===== config.mk =====
export PLATFORM = sky130hd
export DESIGN_NAME = smi_rx_scheduler
export DESIGN_NICKNAME = d
export VERILOG_FILES = /design/src/rtl/smi_rx_pkg.sv /design/src/rtl/smi_strobe_sync.sv /design/src/rtl/smi_rx_scheduler.sv
export SDC_FILE = /design/constraint.sdc
export NUM_CORES = 1
export LEC_CHECK = 0
export BUFFER_PORTS_ARGS = -buffer_cell sky130_fd_sc_hd__buf_2
export CORE_MARGIN = 2
export CORE_UTILIZATION = 45
export CTS_CLUSTER_DIAMETER = 30
export DETAILED_ROUTE_END_ITERATION = 10
export GPL_TIMING_DRIVEN = 0
export PLACE_DENSITY = 0.71
export SLEW_MARGIN = 20
export SYNTH_ARGS = -nofsm -noshare
export SYNTH_HDL_FRONTEND = slang
export SYNTH_HIERARCHICAL = 1
export SYNTH_SLANG_ARGS = --single-unit

===== constraint.sdc =====
create_clock -name i_sys_clk -period 2.25 [get_ports i_sys_clk]
set_input_delay 0.225 -clock i_sys_clk [delete_from_list [all_inputs] [get_ports i_sys_clk]]
set_output_delay 0.225 -clock i_sys_clk [all_outputs]
set_load 0.02 [all_outputs]

===== src/rtl/smi_rx_pkg.sv =====
// Shared types and constants for the SMI receive-side scheduler.
// Holds the scheduler state encoding, channel ids and a byte-lane helper.
package smi_rx_pkg;

    typedef enum logic [1:0] {
        ST_IDLE  = 2'd0,
        ST_PULL  = 2'd1,
        ST_LOAD  = 2'd2,
        ST_SERVE = 2'd3
    } state_t;

    localparam logic CH_09 = 1'b0;
    localparam logic CH_24 = 1'b1;

    localparam int BYTES_PER_WORD = 4;
    localparam int BYTE_IDX_W     = 2;

    // Byte idx of a 32-bit word counted from the MSB end (idx 0 = bits 31:24).
    function automatic logic [7:0] word_byte(input logic [31:0] word,
                                             input logic [BYTE_IDX_W-1:0] idx);
        return word[8*(BYTES_PER_WORD-1-int'(idx)) +: 8];
    endfunction

endpackage


===== src/rtl/smi_strobe_sync.sv =====
// Two-flop synchroniser for the SMI read strobe plus a rising-edge detector.
// The strobe idles high, so every flop resets to 1 and reset never fakes an edge.
module smi_strobe_sync (
    input  logic i_clk,
    input  logic i_rst_b,
    input  logic i_strobe,
    output logic o_rise
);

    logic r_meta;
    logic r_sync;
    logic r_sync_d;

    // Resynchronise the pin and keep one cycle of history for edge detection.
    always_ff @(posedge i_clk or negedge i_rst_b) begin
        if (!i_rst_b) begin
            r_meta   <= 1'b1;
            r_sync   <= 1'b1;
            r_sync_d <= 1'b1;
        end else begin
            r_meta   <= i_strobe;
            r_sync   <= r_meta;
            r_sync_d <= r_sync;
        end
    end

    assign o_rise = r_sync & ~r_sync_d;

endmodule


===== src/rtl/smi_rx_scheduler.sv =====
// Round-robin read scheduler from the two RX sample FIFOs to the SMI byte bus.
// Pulls one 32-bit word from an eligible FIFO, then serves it MSB first, one
// byte per SMI read strobe. Optional feature macro: SMI_RX_UNDERRUN_CNT_EN
// adds a saturating count of strobes that arrive with no word staged.
module smi_rx_scheduler
    import smi_rx_pkg::*;
(
    input  logic        i_sys_clk,
    input  logic        i_rst_b,
    input  logic        i_enable,
    input  logic [1:0]  i_ch_mask,
    output logic        o_fifo_09_pull,
    input  logic [31:0] i_fifo_09_pulled_data,
    input  logic        i_fifo_09_empty,
    output logic        o_fifo_24_pull,
    input  logic [31:0] i_fifo_24_pulled_data,
    input  logic        i_fifo_24_empty,
    input  logic        i_smi_soe_se,
    output logic [7:0]  o_smi_data_out,
    output logic        o_smi_read_req,
    output logic        o_active_ch,
    output logic [7:0]  o_underrun_cnt
);

    state_t                r_state;
    logic                  r_last_served;
    logic                  r_sel;
    logic [31:0]           r_staging;
    logic [BYTE_IDX_W-1:0] r_byte_idx;
    logic                  r_pull_09;
    logic                  r_pull_24;
    logic                  r_read_req;
    logic                  r_active_ch;
    logic [7:0]            r_data_out;

    logic                  w_strobe_end;
    logic                  w_elig_09;
    logic                  w_elig_24;
    logic                  w_any_elig;
    logic                  w_pick;
    logic [31:0]           w_pulled_word;
    logic [BYTE_IDX_W-1:0] w_next_idx;
    logic                  w_last_byte;

    smi_strobe_sync u_strobe_sync (
        .i_clk    (i_sys_clk),
        .i_rst_b  (i_rst_b),
        .i_strobe (i_smi_soe_se),
        .o_rise   (w_strobe_end)
    );

    assign w_elig_09  = i_ch_mask[0] & ~i_fifo_09_empty;
    assign w_elig_24  = i_ch_mask[1] & ~i_fifo_24_empty;
    assign w_any_elig = w_elig_09 | w_elig_24;

    // On a tie the channel that was not served last wins; otherwise the only eligible one.
    assign w_pick = (w_elig_09 & w_elig_24) ? ~r_last_served :
                    (w_elig_09 ? CH_09 : CH_24);

    assign w_pulled_word = (r_sel == CH_24) ? i_fifo_24_pulled_data : i_fifo_09_pulled_data;
    assign w_next_idx    = r_byte_idx + 1'b1;
    assign w_last_byte   = (r_byte_idx == BYTE_IDX_W'(BYTES_PER_WORD-1));

    // Scheduler FSM; a low enable aborts any state and discards the staged word.
    always_ff @(posedge i_sys_clk or negedge i_rst_b) begin
        if (!i_rst_b) begin
            r_state       <= ST_IDLE;
            r_last_served <= CH_24;
            r_sel         <= CH_09;
            r_staging     <= 32'h0;
            r_byte_idx    <= '0;
            r_pull_09     <= 1'b0;
            r_pull_24     <= 1'b0;
            r_read_req    <= 1'b0;
            r_active_ch   <= 1'b0;
            r_data_out    <= 8'h00;
        end else if (!i_enable) begin
            r_state    <= ST_IDLE;
            r_staging  <= 32'h0;
            r_byte_idx <= '0;
            r_pull_09  <= 1'b0;
            r_pull_24  <= 1'b0;
            r_read_req <= 1'b0;
            r_data_out <= 8'h00;
        end else begin
            case (r_state)
                ST_IDLE: begin
                    if (w_any_elig) begin
                        r_sel     <= w_pick;
                        r_pull_09 <= (w_pick == CH_09);
                        r_pull_24 <= (w_pick == CH_24);
                        r_state   <= ST_PULL;
                    end
                end
                ST_PULL: begin
                    r_pull_09 <= 1'b0;
                    r_pull_24 <= 1'b0;
                    r_state   <= ST_LOAD;
                end
                ST_LOAD: begin
                    r_staging     <= w_pulled_word;
                    r_byte_idx    <= '0;
                    r_active_ch   <= r_sel;
                    r_last_served <= r_sel;
                    r_read_req    <= 1'b1;
                    r_data_out    <= w_pulled_word[31:24];
                    r_state       <= ST_SERVE;
                end
                ST_SERVE: begin
                    if (w_strobe_end) begin
                        if (w_last_byte) begin
                            r_byte_idx <= '0;
                            r_read_req <= 1'b0;
                            r_data_out <= 8'h00;
                            r_state    <= ST_IDLE;
                        end else begin
                            r_byte_idx <= w_next_idx;
                            r_data_out <= word_byte(r_staging, w_next_idx);
                        end
                    end
                end
                default: r_state <= ST_IDLE;
            endcase
        end
    end

    assign o_fifo_09_pull = r_pull_09;
    assign o_fifo_24_pull = r_pull_24;
    assign o_smi_read_req = r_read_req;
    assign o_active_ch    = r_active_ch;
    assign o_smi_data_out = r_data_out;

`ifdef SMI_RX_UNDERRUN_CNT_EN
    logic [7:0] r_underrun_cnt;

    // Count strobe ends that find no word in service, saturating at all-ones.
    always_ff @(posedge i_sys_clk or negedge i_rst_b) begin
        if (!i_rst_b) begin
            r_underrun_cnt <= 8'h00;
        end else if (!i_enable) begin
            r_underrun_cnt <= 8'h00;
        end else if (w_strobe_end && (r_state != ST_SERVE) && (r_underrun_cnt != 8'hFF)) begin
            r_underrun_cnt <= r_underrun_cnt + 8'h01;
        end
    end

    assign o_underrun_cnt = r_underrun_cnt;
`else
    assign o_underrun_cnt = 8'h00;
`endif

endmodule


==> metrics.md <==
| Metric | Value |
|---|---|
| Status | `finished, final reports clean` |
| Buffers inserted during post-CTS setup optimization | `0` |
| First-pass iteration count of the detailed router | `4` |
| Height of the die | `86.2 um` |
| Required time reported for the critical path endpoint | `2.45 ns` |
| Diodes inserted | `0` |
| Initial Utilization | `0.473` |
| Via Count | `2456` |
| Die area | `0.00742 mm^2` |
| Maximum VDD drop | `around 400 uV` |
| Final weighted congestion of routability-driven global placement | `0.777` |
| Setup repair after global routing missed its margin | `no` |
| Relative max-transition margin | `0.547` |
| Final total negative setup slack | `0 ns` |
| Number of inserted filler cells in the final layout | `a little under 600` |
| Layout Cells excl Fill | `459` |
| Area of the core region | `0.00642 mm^2` |
| Wl on met1 | `3180 um` |
| Main synth FF type | `sky130_fd_sc_hd__dfrtp_1` |
| Clock tree buffer depth | `2` |
| Maximum fanout along the worst path | `6` |
| CTS tree | `yes` |
| Average footprint of a synthesized cell | `approximately 11 um^2` |
| Critical Path End Type | `flip-flop` |
| Count of endpoints failing hold in the final timing report | `0` |
| Async set-or-reset flop fraction in the synthesized netlist | `1.00` |
| Power per cell area | `933 mW/mm^2` |
| Synthesis warning total | `6` |
| Count of hold buffers inserted by post-cts repair | `2` |
| Overall routed net length | `around 7100 um` |
| Clk_lat worst skew | `0.31 ns` |
| Post-synthesis instance total | `282` |
| Minimum period implied by the final worst setup slack | `1.84 ns` |
| Number of enable-type register cells in the synthesized netlist | `0` |
| Global route total overflow | `0` |
| Width of the die | `86.2 um` |
| Number of antenna violations at the first check in global routing | `0` |
| Fraction of the cycle the final worst path needs | `0.817` |
| Share of the synthesized area in the top cell type | `0.404` |
| Post-DR vias/cell | `5.35` |
| Standard cell area after detailed placement | `approximately 0.0036 mm^2` |
| Clock sinks | `53` |
| Post-synthesis sequential element count | `53` |
| Rows | `29` |
| Antenna violation net count after detailed routing | `0` |
| Main area contributors after synthesis | `sky130_fd_sc_hd__dfrtp_1 (40%), sky130_fd_sc_hd__mux2i_1 (16%), sky130_fd_sc_hd__o211a_1 (11%)` |
| Drt wl/cell | `15.6 um` |
| Final Instance Area | `0.00368 mm^2` |
| DRC | `0` |
| Met2 Wirelength | `3560 um` |
| Syn Std Cell Area | `0.00304 mm^2` |
| Buffer cell driving the clock tree root | `sky130_fd_sc_hd__clkbuf_8` |
| Area Overhead vs Synth | `21.3%` |
| Buffers on Ports | `83` |
| Worst path arrival time | `roughly 2 ns` |
| Detailed route wirelength on metal3 | `375 um` |
| Proportion of layout cells with a drive suffix above 1 | `0.317` |
| Largest area contributor in the netlist | `sky130_fd_sc_hd__dfrtp_1` |
| Total setup violations reported at the end of the flow | `0` |
| Clock slew at the register clock pins of the worst setup and hold paths | `0.10 ns` |
| Level count of the clock H-tree | `2` |
| First-pass GRT wire length | `11600 um` |
| Final Max Slew Viols | `0` |
| Part of the Yosys area used for sequential elements | `0.438` |
| Pin slew with the least headroom to its limit | `roughly 0.7 ns` |
| TritonCTS Buffers | `5` |
| Count of pins on the block boundary | `92` |
| Min-delay worst type | `in2reg` |
| Start-to-end type of the worst setup path | `reg2reg` |
| Total of cells resized after clock tree synthesis | `0` |
| Detailed Place HPWL | `5360 um` |
| Nature of the critical path startpoint | `flip-flop` |
| Worst clock skew on the final layout | `0.00452 ns` |
| Most common library cells after synthesis | `sky130_fd_sc_hd__dfrtp_1 (49), sky130_fd_sc_hd__mux2i_1 (49), sky130_fd_sc_hd__nand2_1 (39)` |
| Highest metal layer with signal wires | `met4` |
| Yosys cell types | `36` |
| Highest clock frequency the design can meet | `0.544 GHz` |
| Maximum number of pins on one net before global-route repair | `54` |
| Total Routing Usage GR | `0.202` |
| Iteration-0 DRC Markers | `around 170` |
| Number of nets in the finished design | `between 400 and 500` |
| Leakage power | `2.18 nW` |
| Placed cells | `about 450` |
| Maximum Capacitance Violations | `0` |
| Vias in the first global route | `2421` |
## critical path, cell delays in order, from the launching register on
cell and delay [ns]:
sky130_fd_sc_hd__dfrtp_1 0.42, sky130_fd_sc_hd__inv_1 0.13, sky130_fd_sc_hd__ha_1 0.16, sky130_fd_sc_hd__clkbuf_1 0.23
sky130_fd_sc_hd__mux2i_1 0.17, sky130_fd_sc_hd__and2_1 0.25, sky130_fd_sc_hd__a221o_1 0.36
## through the flow
step	utilization	setup slack [ns]	total power [mW]	hold WS [ns]
final	0.574	0.412	3.44	0.260
after CTS	0.574	0.418	3.47	0.254
after global routing	0.574	0.240	3.67	0.259
after floorplan	-	0.684	2.49	-0.0706
after detailed placement	0.557	0.431	2.93	0.309
after global placement	0.557	0.476	2.88	0.331
## cell families (layout without fill, tap and decap cells)
group,count (synthesis),in the layout,synth area share
and+or+nand+nor,78,78,0.122
AOI/OAI and AO/OA,62,62,0.179
other,1,8,0.00123
buffers and inverters,33,126,0.0737
adders and majority gates,6,6,0.0247
muxes,49,49,0.161
DFF,53,53,0.438
## layout by cell type, fill, tap and decap left out, types with 8 or more instances in the layout
| cell type | count |
|---|---|
| sky130_fd_sc_hd__buf_2 | 87 |
| sky130_fd_sc_hd__buf_4 | 13 |
| sky130_fd_sc_hd__clkbuf_1 | 8 |
| sky130_fd_sc_hd__conb_1 | 8 |
| sky130_fd_sc_hd__dfrtp_1 | 49 |
| sky130_fd_sc_hd__mux2i_1 | 49 |
| sky130_fd_sc_hd__nand2_1 | 39 |
| sky130_fd_sc_hd__nor2_1 | 14 |
| sky130_fd_sc_hd__o211a_1 | 32 |
| sky130_fd_sc_hd__o22ai_1 | 8 |
## cell type report
type,instances,area (um^2),share of cell area
inverters,3,11.3,0.00306
clock buffers,5,68.8,0.0187
repair buffers,85,438,0.119
clock inverters,3,17.5,0.00475
plain buffers,30,213,0.0577
well taps,77,96.3,0.0261
flip-flops and latches,53,1330,0.361
multi-input cells,203,1510,0.410
## state kept, by name, indices dropped and copies added, names as in the netlist
register	count
r_staging	32
o_smi_data_out	8
r_byte_idx	2
r_state	2
o_active_ch	1
o_fifo_09_pull	1
o_fifo_24_pull	1
o_smi_read_req	1
r_last_served	1
r_sel	1
u_strobe_sync/r_meta	1
u_strobe_sync/r_sync	1
u_strobe_sync/r_sync_d	1
## metal layers
metal | global-route usage | up-vias
met5 | 0 | -
met4 | 0.0491 | 0
met3 | 0.0462 | 2
met2 | 0.350 | 74
met1 | 0.256 | 1182
li1 | - | 1198
## where the power goes
group	internal (mW)	total (mW)	switching [mW]	leakage, nW
clock	0.216	0.538	0.322	0.0439
combinational	0.680	1.47	0.793	1.43
sequential	1.25	1.43	0.175	0.707
total	2.15	3.44	1.29	2.18
## final timing paths
check                                                from                   end  slack [ns]  cells past startpoint
worst min-delay path            i_fifo_09_pulled_data[18]         r_staging[18]        0.26                      4
worst max register to register                 r_state[0]     o_smi_data_out[3]        0.41                      6
worst min register to register       u_strobe_sync/r_meta  u_strobe_sync/r_sync        0.36                      0
min in group asynchronous                         i_rst_b     o_smi_data_out[4]        0.47                      2
max in group asynchronous                         i_rst_b         r_staging[13]        1.31                      2
worst max-delay path                           r_state[0]     o_smi_data_out[3]        0.41                      6
Power figures use the tool's default switching activity.
